### src/rtl/card_reader.sv
// Card contact front end: synchronises the card lines, debounces insertion,
// deserialises a 12-bit LSB-first frame and presents flag/a to the turnstile FSM.
module card_reader #(
    parameter int         DEB_CYCLES  = 16,
    parameter int         TIMEOUT     = 2000,
    parameter int         HOLD_CYCLES = 1000,
    parameter int         ERR_CYCLES  = 500,
    parameter logic [3:0] CARD_TYPE   = 4'h1
) (
    input  logic       clk,
    input  logic       reset,
    input  logic       card_present,
    input  logic       card_strobe,
    input  logic       card_bit,
    output logic       flag,
    output logic [3:0] a,
    output logic       err,
    output logic       busy
);
    localparam logic [11:0] DEB_M1 = 12'(DEB_CYCLES - 1);
    localparam logic [11:0] TO_M1  = 12'(TIMEOUT - 1);
    localparam logic [11:0] HOLD_C = 12'(HOLD_CYCLES);
    localparam logic [11:0] ERR_C  = 12'(ERR_CYCLES);

    typedef enum logic [2:0] {IDLE, DEBOUNCE, RECEIVE, CHECK, VALID, ERROR} state_t;

    state_t      state_q, state_d;
    logic [1:0]  present_sync_q, strobe_sync_q, bit_sync_q;
    logic        stb_prev_q;
    logic [11:0] cnt_q, cnt_d, cnt_inc;
    logic [3:0]  bitcnt_q, bitcnt_d;
    logic [11:0] sr_q, sr_d;
    logic [3:0]  a_q, a_d;
    logic        card_present_s, card_strobe_s, card_bit_s, stb_acc, frame_ok;

    assign card_present_s = present_sync_q[1];
    assign card_strobe_s  = strobe_sync_q[1];
    assign card_bit_s     = bit_sync_q[1];
    assign stb_acc        = card_strobe_s & ~stb_prev_q;
    assign cnt_inc        = (cnt_q == 12'hFFF) ? cnt_q : cnt_q + 12'd1;
    assign frame_ok       = (sr_q[7:4] == CARD_TYPE) &&
                            (sr_q[11:8] == (sr_q[3:0] ^ sr_q[7:4] ^ 4'hA));

    always_ff @(posedge clk or posedge reset) begin
        if (reset) begin
            state_q        <= IDLE;
            present_sync_q <= '0;
            strobe_sync_q  <= '0;
            bit_sync_q     <= '0;
            stb_prev_q     <= 1'b0;
            cnt_q          <= '0;
            bitcnt_q       <= '0;
            sr_q           <= '0;
            a_q            <= '0;
        end else begin
            state_q        <= state_d;
            present_sync_q <= {present_sync_q[0], card_present};
            strobe_sync_q  <= {strobe_sync_q[0], card_strobe};
            bit_sync_q     <= {bit_sync_q[0], card_bit};
            stb_prev_q     <= card_strobe_s;
            cnt_q          <= cnt_d;
            bitcnt_q       <= bitcnt_d;
            sr_q           <= sr_d;
            a_q            <= a_d;
        end
    end

    always_comb begin
        state_d  = state_q;
        cnt_d    = cnt_inc;
        bitcnt_d = bitcnt_q;
        sr_d     = sr_q;
        a_d      = a_q;
        case (state_q)
            IDLE: begin
                cnt_d = '0;
                if (card_present_s) state_d = DEBOUNCE;
            end
            DEBOUNCE: begin
                if (!card_present_s) begin
                    state_d = IDLE;
                end else if (cnt_q == DEB_M1) begin
                    state_d  = RECEIVE;
                    cnt_d    = '0;
                    bitcnt_d = '0;
                end
            end
            RECEIVE: begin
                // Removal beats a coincident strobe; a strobe beats a coincident timeout.
                if (!card_present_s) begin
                    state_d = IDLE;
                end else if (stb_acc) begin
                    sr_d     = {card_bit_s, sr_q[11:1]};
                    bitcnt_d = bitcnt_q + 4'd1;
                    cnt_d    = '0;
                    if (bitcnt_q == 4'd11) state_d = CHECK;
                end else if (cnt_q == TO_M1) begin
                    state_d = ERROR;
                    cnt_d   = '0;
                end
            end
            CHECK: begin
                cnt_d = '0;
                if (frame_ok) begin
                    a_d     = sr_q[3:0];
                    state_d = VALID;
                end else begin
                    state_d = ERROR;
                end
            end
            VALID: begin
                if (cnt_q >= HOLD_C && !card_present_s) state_d = IDLE;
            end
            ERROR: begin
                if (cnt_q >= ERR_C && !card_present_s) state_d = IDLE;
            end
            default: state_d = IDLE;
        endcase
    end

    assign flag = (state_q == VALID);
    assign err  = (state_q == ERROR) && (cnt_q < ERR_C);
    assign busy = (state_q != IDLE);
    assign a    = a_q;
endmodule

### config.mk
export PLATFORM = sky130hd
export DESIGN_NAME = card_reader
export DESIGN_NICKNAME = d
export VERILOG_FILES = /design/src/rtl/card_reader.sv
export SDC_FILE = /design/constraint.sdc
export NUM_CORES = 1
export LEC_CHECK = 0
export ABC_CLOCK_PERIOD_IN_PS = 5200
export CAP_MARGIN = 20
export CORE_ASPECT_RATIO = 1.25
export CORE_MARGIN = 1.5
export CORE_UTILIZATION = 46
export DETAILED_ROUTE_END_ITERATION = 6
export PLACE_DENSITY = 0.69
export RECOVER_POWER = 100
export SKIP_CTS_REPAIR_TIMING = 1
export SKIP_LAST_GASP = 1
export SLEW_MARGIN = 20
export SYNTH_ARGS = -nofsm -noshare
export SYNTH_HDL_FRONTEND = slang
export SYNTH_SLANG_ARGS = --single-unit
### constraint.sdc
create_clock -name clk -period 5.2 [get_ports clk]
set_input_delay 1.56 -clock clk [delete_from_list [all_inputs] [get_ports clk]]
set_output_delay 1.56 -clock clk [all_outputs]
set_load 0.1 [all_outputs]
* After elaboration in Yosys (flattened, before gate mapping)
Index checks and enable logic that the tools add are counted.
** Word-level totals
- Output and inout port bits :: 7
- Logic and storage cells :: 75
- Register bits after elaboration :: 42
- Bits of input ports :: 5
** Operators by class
- Bitwise gates (word level) :: 4
- $add $sub $neg :: 2
- Multiplexer cells :: 23
- $lt $le $gt $ge :: 3
- Equal/unequal tests :: 21
- Reduce and logical (&&, ||, !) cells :: 13
** Operators by type and width (number)
- 12-bit 2-to-1 mux :: 6
- 12-bit case mux with 3 select lines :: 1
- 3-bit 2-to-1 mux :: 9
- 3-bit case mux with 6 select lines :: 1
- 4-bit 2-to-1 mux :: 4
- 12-bit by 1-bit adder with 12-bit output (second input constant) :: 1
- 12-bit by 11-bit == test with 1-bit output (second input constant) :: 1
- 12-bit == test (second input constant) :: 1
- 12-bit by 4-bit == test with 1-bit output (second input constant) :: 1
- 12-bit by 10-bit >= comparator with 1-bit output (second input constant) :: 1
- 12-bit by 9-bit >= comparator with 1-bit output (second input constant) :: 1
- 12-bit by 9-bit less-than comparator with 1-bit output (second input constant) :: 1
- 2-bit inequality test (second input constant) :: 6
- 4-bit inequality test (second input constant) :: 2
- 4-bit case mux with 2 select lines :: 1
- 3-bit by 2-bit == test with 1-bit output (second input constant) :: 2
- 3-bit == test (second input constant) :: 2
- 6-bit AND reduction :: 1
- 5-bit AND reduction :: 1
- 4-bit by 1-bit adder with 4-bit output (second input constant) :: 1
- 4-bit by 1-bit == test with 1-bit output (second input constant) :: 1
- 4-bit == test :: 1
- 4-bit == test (second input constant) :: 1
- 1-bit logical AND :: 4
- other kinds (15) :: 15

* Logic depth before layout (Yosys ltp)
- Word-level depth :: 6
- Depth in mapped cells :: 7
- Gate-level depth less buffers :: 6

* Worst setup path after synthesis
OpenSTA, ideal clock, no wires.
- Path kind :: reg2out
- From :: reg state_q[0]
- To :: out flag
- Stages on the path, launching flop included :: 3
- Data required time :: 3.640 ns
- Slack :: 0.881 ns
- Arrival :: 2.759 ns
- Buffers on the path :: 1
- Cell sequence :: dfrtp_1 -> buf_2 -> nor3b_1
** On the way
- Word-level cells in the longest chain between the ends :: 1
** Ends and longest elaborated chain
- from (decl) :: RTL line 27 : state_t state_q, state_d;
- from (signal assigned) :: RTL line 56 : state_q <= state_d;
- 3-bit == test :: RTL line 121 : assign flag = (state_q == VALID);
- to (decl) :: RTL line 15 : output logic flag,
No other way between the ends.

* Worst setup path in the final report
- From :: reg state_q[0]
- To :: out err
** On the way
- Word-level cells in the longest chain between the ends :: 2
** Ends and longest elaborated chain
- 3-bit == test :: RTL line 122 : assign err = (state_q == ERROR) && (cnt_q < ERR_C);
- 1-bit logical AND :: RTL line 122
- to (decl) :: RTL line 17 : output logic err,
No other way between the ends.

==> results.yml <==
run_status:
  status: "finished, violations left"
  violations: "capacitance limit, slew limit"
yosys:
  yosys_warnings: 0
  synthArstFlopShare_pct: 100.0
  syn-cell-area_um2: 2081
  synthTopCellsByArea: "dfrtp_1 (51%), mux2_2 (9.2%), nor2_1 (4.3%)"
  ys.flop_type: "dfrtp_1"
  ys_types: 48
  synth_edf_count: 0
  synthTopCellsByCount: "dfrtp_1 (42), nor2_1 (24), mux2_2 (17), nand2_1 (8), xnor2_1 (8)"
  ys_seq_elements: 42
  synth_seq_area_share_pct: 50.51
  yosysTopAreaCell: "dfrtp_1"
  synth_top_area_share_pct: 50.51
  avgSynthCellArea_um2: 10.84
  syn_inst: 192
  synth_nets: 200
  synth_most_common_cell: "dfrtp_1"
detailed_routing:
  routed.top_layer: "met4"
  drt-met1-wl_um: 1602
  wl_per_cell_um: 14.02
  wl_met3_um: 135
  wl_met2_um: 1935
  num_vias: 1437
  drcViolationCount: 0
  dr.pass1.iters: 4
  ant_nets: 0
  viasPerCell: 5.443
  wirelength_um: 3701
  first_iter_violations: 100
die:
  io_pins: 12
  rows: 27
  initial_core_util_pct: 47.38
  die_x_um: 63.16
  coreArea_um2: 4392
  die_area_um2: 4938
  die_h_um: 78.20
setup_path:
  required_ns: 3.64
  cp_cell_sequence: "nor2b_1 -> o2111ai_1 -> inv_1 -> dlygate4sd3_1"
  start_kind: "flop"
  crit_fanout: 10
  crit_family: "buffers and inverters"
  worstPathArrival_ns: 2.54
  rrSetupSlack_ns: 2.65
  critical_path_buf_inv_count: 2
  end_kind: "output pin"
  critPathMaxStageDelay_ns: 1.19
  path_class: "flop to output pin"
  worst_path_max_delay_cell: "dlygate4sd3_1"
layout:
  nFillCells: 408
  drive_gt1_share_pct: 14.08
  fin_nets: 214
  num_antenna_cells: 0
  syn_to_final_growth_pct: 11.12
  fin_cells: 264
power:
  p_leak_nw: 1.002
  p_per_area_nw_per_um2: 384.0
  ir_worst_vdd_mv: 0.2446
  total_power_mw: 0.8879
timing:
  fin_crit_sh_pct: 78.89
  slew_viol_final: 43
  tightest_slew_ns: 2.181
  relSlewSlack_pct: -45.40
  fin_tns_setup_ns: 0
  fin_skew_ns: 0.003339
  rsz0062_at_grt: "no"
  hold_violations: 0
  max_freq_mhz: 243.8
  setup_slack_ns: 1.098
  period_needed_ns: 4.102
  setup_viol: 0
placed_design:
  dp_hpwl_um: 2662
  pre_cts_ws_ns: 1.481
  place_inst: 257
  port_buffers: 11
  gp_congestion: 0.8574
cts:
  worstSkewPairLatency_ns: 0.29
  htree_levels: 2
  cts_made_buffers: 5
  cts_tree: "yes"
  cts_root_buf: "clkbuf_8"
  clkSlewWorstSetupHoldPaths_ns: 0.08
  cts_buffer_depth: 2
  clock_sinks: 42
global_routing:
  grt_start_max_net_pins: 43
  grt-ovfl-total: 0
  gr-usage-all-layers_pct: 16.68
  grt_pass1_wl_um: 6513
  antenna_found_initial: 0
  grt_pass1_vias: 1393
job:
  maxCapViolations: 1
worst_hold_path:
  hp-class: "flop to flop"
-- per-layer routing --
layer	track usage, %	vias to the layer above
met5	0	-
met4	6.444	0
met3	3.582	2
li1	-	711
met2	28.40	26
met1	20.60	698
-- final cells by class --
| type | instances | area [um^2] | area share, % |
|---|---|---|---|
| Clock inverter | 2 | 15.01 | 0.6493 |
| Multi-Input combinational cell | 137 | 960.9 | 41.56 |
| Timing Repair Buffer | 13 | 117.6 | 5.087 |
| Clock buffer | 5 | 68.82 | 2.976 |
| Tap cell | 58 | 72.57 | 3.139 |
| Inverter | 7 | 26.28 | 1.136 |
| Sequential cell | 42 | 1051 | 45.45 |
-- sequential cells by signal (all words and copies together), names as in the netlist, 2 cells and up --
signal	count
present_sync_q	2
state_q	3
cnt_q	12
sr_q	12
bitcnt_q	4
strobe_sync_q	2
a	4
bit_sync_q	2
-- where the power goes --
part	total, mW	internal [mW]	switching, mW
sequential	0.404	0.357	0.0471
combinational	0.284	0.0920	0.192
clock	0.200	0.0916	0.109
total	0.888	0.540	0.348
-- kinds of logic after synthesis --
group	share of synthesized area, %
AOI/OAI and AO/OA	10.46
xor gates and xnor gates	4.210
adders and majority gates	1.804
buffers and inverters	2.586
DFF	50.51
muxes	10.64
and+or+nand+nor	19.79
-- metrics by stage --
step / util [%] / instance area [um^2] / hold WS, ns
6_report: 52.65 / 2312 / 0.3513
5_1_grt: 52.65 / 2312 / 0.3604
4_1_cts: 53.16 / 2335 / 0.3554
3_5_place_dp: 51.25 / 2251 / 0.3364
3_3_place_gp: 51.25 / 2251 / 0.3324
2_1_floorplan: - / 2081 / 0.3312
-- final timing paths --
kind	cells after the start	from	end
min in group asynchronous	3	reset	stb_prev_q
max in group asynchronous	3	reset	cnt_q[0]
min	0	strobe_sync_q[0]	strobe_sync_q[1]
max	4	state_q[0]	err
min reg2reg	0	strobe_sync_q[0]	strobe_sync_q[1]
max reg2reg	5	state_q[2]	state_q[0]
-- cells in the final DEF (no fill, tap or decap), types with 5 or more instances in the layout --
master and count:
xnor2_1 8, clkbuf_8 5, nand2b_1 5, nand2_1 9, mux2_2 17, inv_1 7, nor2_1 24, nand3_1 6
o21ai_0 5, dlygate4sd3_1 11, a21oi_1 5, dfrtp_1 42, nor3_1 5
No activity file was read; power rests on OpenSTA's default activity.
